<file path="config.mk">
export PLATFORM = sky130hd
export DESIGN_NAME = fir_param_core
export DESIGN_NICKNAME = d
export VERILOG_FILES = /design/src/rtl/fir_pkg.sv /design/src/rtl/fir_coef_bank.sv /design/src/rtl/fir_param_core.sv
export SDC_FILE = /design/constraint.sdc
export NUM_CORES = 1
export LEC_CHECK = 0
export ABC_AREA = 1
export BUFFER_PORTS_ARGS = -buffer_cell sky130_fd_sc_hd__buf_4
export CAP_MARGIN = 20
export CORE_ASPECT_RATIO = 0.6
export CORE_MARGIN = 1.5
export CORE_UTILIZATION = 38
export DETAILED_ROUTE_END_ITERATION = 10
export SLEW_MARGIN = 0
export SYNTH_ARGS = -nofsm -noshare
export SYNTH_HDL_FRONTEND = slang
export SYNTH_SLANG_ARGS = --single-unit
</file>
<file path="constraint.sdc">
create_clock -name clk -period 11.2 [get_ports clk]
set_clock_uncertainty 0.1 [all_clocks]
set_input_delay 2.8 -clock clk [delete_from_list [all_inputs] [get_ports clk]]
set_output_delay 2.8 -clock clk [all_outputs]
set_load 0.02 [all_outputs]
</file>
<file path="src/rtl/fir_pkg.sv">
// Shared types and width helpers for the parametrised FIR core.
package fir_pkg;

    typedef enum logic [1:0] {
        IDLE = 2'd0,
        RUN  = 2'd1,
        LOAD = 2'd2
    } state_t;

    function automatic int clog2(input int v);
        int r;
        r = 0;
        while ((1 << r) < v) r++;
        return r;
    endfunction

    // Full-precision sum width: product width plus growth over NTAPS terms
    function automatic int full_w(input int xw, input int cw, input int n);
        return xw + cw + clog2(n);
    endfunction

endpackage

</file>
<file path="src/rtl/fir_coef_bank.sv">
// Coefficient shift register with burst-length counter and sticky error flag.
module fir_coef_bank
    import fir_pkg::*;
#(
    parameter int C_W   = 6,
    parameter int NTAPS = 4
) (
    input  logic               clk,
    input  logic               reset,
    input  logic               shift_en,
    input  logic               load_exit,
    input  logic [C_W-1:0]     coef_in,
    output logic [NTAPS*C_W-1:0] taps,
    output logic               coef_err
);

    localparam int CNT_W = clog2(NTAPS + 2);
    localparam logic [CNT_W-1:0] CNT_FULL = CNT_W'(NTAPS);
    localparam logic [CNT_W-1:0] CNT_MAX  = CNT_W'(NTAPS + 1);

    logic [C_W-1:0]   taps_q [NTAPS];
    logic [CNT_W-1:0] count_q;

    always_ff @(posedge clk) begin
        if (reset) begin
            for (int i = 0; i < NTAPS; i++) taps_q[i] <= '0;
            taps_q[0] <= C_W'(1);
            count_q   <= '0;
            coef_err  <= 1'b0;
        end else begin
            if (shift_en) begin
                for (int i = 0; i < NTAPS - 1; i++) taps_q[i] <= taps_q[i+1];
                taps_q[NTAPS-1] <= coef_in;
                if (count_q != CNT_MAX) count_q <= count_q + 1'b1;
            end
            // Partial bursts leave taps as shifted; only the flag records it
            if (load_exit) begin
                count_q <= '0;
                if (count_q != CNT_FULL) coef_err <= 1'b1;
            end
        end
    end

    always_comb begin
        taps = '0;
        for (int i = 0; i < NTAPS; i++) taps[i*C_W +: C_W] = taps_q[i];
    end

endmodule

</file>
<file path="src/rtl/fir_param_core.sv">
// Direct-form FIR with serial coefficient reload and registered, narrowed output.
module fir_param_core
    import fir_pkg::*;
#(
    parameter int X_W       = 8,
    parameter int C_W       = 6,
    parameter int NTAPS     = 4,
    parameter int Y_W       = 16,
    parameter int OUT_SHIFT = 0,
    parameter bit SATURATE  = 1'b1
) (
    input  logic           clk,
    input  logic           reset,
    input  logic [X_W-1:0] x_n,
    input  logic           x_valid,
    output logic           x_ready,
    input  logic [C_W-1:0] coef_in,
    input  logic           coef_load,
    output logic [Y_W-1:0] y_n,
    output logic           y_valid,
    output logic           coef_err
);

    localparam int FULL_W = full_w(X_W, C_W, NTAPS);
    localparam int SH_W   = FULL_W - OUT_SHIFT;

    state_t state_q, state_d;
    logic   accept;
    logic   load_exit;

    logic [NTAPS*C_W-1:0]   taps;
    logic signed [X_W-1:0]  d_q [NTAPS-1];
    logic signed [X_W-1:0]  xs [NTAPS];
    logic signed [C_W-1:0]  tk [NTAPS];
    logic signed [FULL_W-1:0] sum;
    logic signed [FULL_W-1:0] shifted;
    logic [Y_W-1:0]         y_d;

    always_ff @(posedge clk) begin
        if (reset) state_q <= IDLE;
        else       state_q <= state_d;
    end

    always_comb begin
        state_d   = state_q;
        x_ready   = ~coef_load & (state_q != LOAD);
        load_exit = 1'b0;
        unique case (state_q)
            IDLE: begin
                if (coef_load)    state_d = LOAD;
                else if (x_valid) state_d = RUN;
            end
            RUN: begin
                if (coef_load) state_d = LOAD;
            end
            LOAD: begin
                if (!coef_load) begin
                    state_d   = IDLE;
                    load_exit = 1'b1;
                end
            end
            default: state_d = IDLE;
        endcase
        accept = x_valid & x_ready;
    end

    fir_coef_bank #(
        .C_W   (C_W),
        .NTAPS (NTAPS)
    ) u_coef_bank (
        .clk       (clk),
        .reset     (reset),
        .shift_en  (coef_load),
        .load_exit (load_exit),
        .coef_in   (coef_in),
        .taps      (taps),
        .coef_err  (coef_err)
    );

    // History is cleared on leaving LOAD so new taps never see stale samples
    always_ff @(posedge clk) begin
        if (reset || load_exit) begin
            for (int i = 0; i < NTAPS - 1; i++) d_q[i] <= '0;
        end else if (accept) begin
            d_q[0] <= x_n;
            for (int i = 1; i < NTAPS - 1; i++) d_q[i] <= d_q[i-1];
        end
    end

    always_comb begin
        xs[0] = x_n;
        for (int k = 1; k < NTAPS; k++) xs[k] = d_q[k-1];
        sum = '0;
        for (int k = 0; k < NTAPS; k++) begin
            tk[k] = taps[k*C_W +: C_W];
            sum   = sum + FULL_W'(tk[k]) * FULL_W'(xs[k]);
        end
        shifted = sum >>> OUT_SHIFT;
    end

    generate
        if (Y_W >= SH_W) begin : g_ext
            assign y_d = Y_W'(shifted);
        end else if (SATURATE) begin : g_sat
            localparam logic signed [FULL_W-1:0] Y_MAX =
                {{(FULL_W-Y_W+1){1'b0}}, {(Y_W-1){1'b1}}};
            localparam logic signed [FULL_W-1:0] Y_MIN =
                {{(FULL_W-Y_W+1){1'b1}}, {(Y_W-1){1'b0}}};
            always_comb begin
                if (shifted > Y_MAX)      y_d = Y_MAX[Y_W-1:0];
                else if (shifted < Y_MIN) y_d = Y_MIN[Y_W-1:0];
                else                      y_d = shifted[Y_W-1:0];
            end
        end else begin : g_wrap
            assign y_d = shifted[Y_W-1:0];
        end
    endgenerate

    always_ff @(posedge clk) begin
        if (reset) begin
            y_n     <= '0;
            y_valid <= 1'b0;
        end else begin
            y_valid <= accept;
            if (accept) y_n <= y_d;
        end
    end

endmodule

</file>
==> impl_metrics.py <==
metrics = {
    "outcome": {
        "status": "finished, final reports clean",
    },
    "timing": {
        "fmax_mhz": 122.1,
        "hold_viol_final": 0,
        "finalCritPeriodShare_pct": 73.10,
        "fin_ws_ps": 3012,
        "final_max_slew_viol_count": 0,
        "worst_pin_slew_ps": 1079,
        "finalSetupTns_ps": 0,
        "finalSetupViolCount": 0,
        "fin_crit_ps": 8188,
        "rsz0062_at_grt": "no",
        "slew_headroom_pct": 27.89,
    },
    "drt": {
        "post_drt_wl_per_cell_microns": 15.18,
        "drtPass1Iterations": 5,
        "wirelength_microns": 24900,
        "drtIter0Drc": 513,
        "ant_nets": 0,
        "vias": 7423,
        "drc": 0,
        "viasPerCell": 4.523,
    },
    "worst_setup_path": {
        "arrival_ps": 8360,
        "critPathKind": "in -> reg",
        "worst_ep_required_time_ps": 11370,
        "cp-start-kind": "input pin",
        "endpoint_kind": "flop",
        "path_max_fanout": 7,
    },
    "logic_synthesis": {
        "synth-seq-cells": 71,
        "synth_cell_types": 34,
        "synth_top_family_by_area": "adder cells",
        "synthXorXnorAreaFrac_pct": 0.8137,
        "netlist_top_cells_area": "fa_1 40%, inv_1 16%, edfxtp_1 13%",
        "syn_nets": 1559,
        "yosysTopAreaCell": "fa_1",
        "synth_fa_ha_area_share_pct": 49.01,
        "synth_top_area_share_pct": 40.17,
        "synthMuxAreaShare_pct": 0,
        "yosysSeqAreaShare_pct": 17.67,
        "yosys_warnings": 0,
        "synth_compound_area_share_pct": 2.534,
        "synth_area_per_cell_sq_um": 8.618,
        "synthSimpleGateAreaFrac_pct": 12.89,
        "netlist_area_sq_um": 10760,
        "postSynthCellCount": 1249,
    },
    "grt": {
        "grt_pass1_wl_microns": 40570,
        "grt_max_degree": 27,
        "overflow": 0,
        "grtUsageTotal_pct": 18.48,
        "antenna_found_initial": 0,
        "grt_pass1_vias": 7362,
    },
    "power_and_ir_drop": {
        "p_leak_nw": 6.629,
        "p_per_area_nw_per_um2": 252.7,
        "peakVddDrop_v": 0.0003315,
        "power_mw": 2.948,
    },
    "placement": {
        "port_buffers": 36,
        "gp_congestion": 0.8861,
        "place_inst": 1625,
        "hpwl_microns": 21440,
        "pre_cts_ws_ps": 2660,
    },
    "floorplan": {
        "io_pins": 37,
        "core_sq_um": 27700,
        "die_area_sq_um": 29380,
        "rows": 47,
        "fp.dieW_microns": 220.3,
        "start_util_pct": 38.86,
        "die_h_microns": 133.4,
    },
    "worst_hold_path": {
        "hold_path_class": "reg -> reg",
    },
    "run": {
        "cap_violations": 0,
    },
    "cells_and_area": {
        "area.growth.synth_to_final_pct": 8.369,
        "instances_no_fill": 1641,
        "final_cell_mix": "449 x inv_1, 245 x nand2_1, 216 x fa_1",
        "fin_nets": 1579,
        "antenna_cells": 0,
        "layout-drive-gt1-share_pct": 5.651,
        "fillCellCount": 2743,
        "mostFrequentLayoutCell": "inv_1",
    },
    "cts": {
        "cts_buffers": 9,
        "clk_path_buf_depth": 2,
        "cts_sinks": 71,
        "cts_setup_buffers": 0,
        "cts_max_level": 3,
        "worstSkewPairLatency_ps": 370,
        "clk_pin_slew_ps": 70,
        "cts_tree": "built",
        "cts_resized": 0,
        "hold_buffers": 0,
        "ctsRootBufferMaster": "clkbuf_16",
    },
}
==> Yosys cell counts, drive strengths merged <==
| master | instances |
|---|---|
| edfxtp | 48 |
| clkbuf | 21 |
| a21oi | 19 |
| nand3 | 15 |
| ha | 76 |
| o21bai | 4 |
| nand3b | 1 |
| xnor2 | 3 |
| or2 | 6 |
| nor3 | 4 |
| inv | 452 |
| o21a | 2 |
| o21ai | 19 |
| a31oi | 1 |
| nand2 | 246 |
| dfxtp | 23 |
| xor2 | 7 |
| a21o | 1 |
| buf | 8 |
| nor2 | 73 |
| nand4 | 1 |
| fa | 216 |
| a211oi | 1 |
| o221ai | 1 |
| o211ai | 1 |
==> worst max-delay path, cell delays in order <==
cell and delay (ps):
buf_4 140, nand2_1 110, inv_1 100, fa_1 670
inv_1 130, fa_1 520, fa_1 460, fa_1 540
inv_1 50, fa_1 490, fa_1 490, inv_1 50
fa_1 470, inv_1 40, ha_1 340, nand2_1 100
nor3_2 210, nand2_1 80, nand3_1 70, inv_1 80
nor2_2 120, nor2_1 50, nand2_1 60, nand3_1 70
nand2_1 80, inv_1 30
==> final cells by class <==
class | instances | area [sq um] | area share (%)
multi-input cells | 697 | 7023 | 60.21
flip-flops and latches | 71 | 1902 | 16.30
inverters | 452 | 1699 | 14.57
well taps | 367 | 459.2 | 3.937
repair buffers | 38 | 285.3 | 2.446
clock buffers | 9 | 225.2 | 1.931
clock inverters | 7 | 71.32 | 0.6114
==> cell families (layout without fill, tap and decap cells) <==
kind of cell    count (synthesis)  after routing
compound gates                 49             49
simple gates                  346            346
xor+xnor                       10             10
flops                          71             71
buf+inv                       481            506
fa+ha+maj                     292            292
==> state kept, by name, summed over array words and instances, names as in the netlist <==
name,count
d_q,24
u_coef_bank.taps_q,24
y_n,16
u_coef_bank.count_q,3
state_q,2
u_coef_bank.coef_err,1
y_valid,1
==> per-layer routing <==
| metal | track usage (%) | part of all wire [%] | up-vias |
|---|---|---|---|
| li1 | - | - | 3520 |
| met1 | 30.20 | 52 | 3690 |
| met2 | 23.98 | 40 | 199 |
| met3 | 4.840 | 8.2 | 14 |
| met4 | 3.477 | 0.77 | 0 |
| met5 | 0 | 0 | - |
==> power breakdown <==
group / internal, mW / total, mW / switching [mW]
Clock: 0.173 / 0.310 / 0.137
Combinational: 0.875 / 2.28 / 1.41
Sequential: 0.312 / 0.357 / 0.0454
==> per-stage QoR <==
step / hold WS [ps] / util (%) / instance area [sq um]
after CTS: 355.7 / 42.12 / 11660
after global placement: 332.8 / 41.04 / 11370
after detailed placement: 346.3 / 41.04 / 11370
after global routing: 384.4 / 42.12 / 11660
after floorplan: 323.6 / - / 10760
final: 352.6 / 42.12 / 11660
==> path summary, 6_finish.rpt <==
check                           start  cells past startpoint          to  slack, ps
min reg2reg                state_q[1]                      1  state_q[0]        350
max reg2reg  u_coef_bank.taps_q[2][0]                     23     y_n[15]       4780
min                        state_q[1]                      1  state_q[0]        350
max                            x_n[7]                     26     y_n[13]       3010
(Power assumes the default switching activity.)
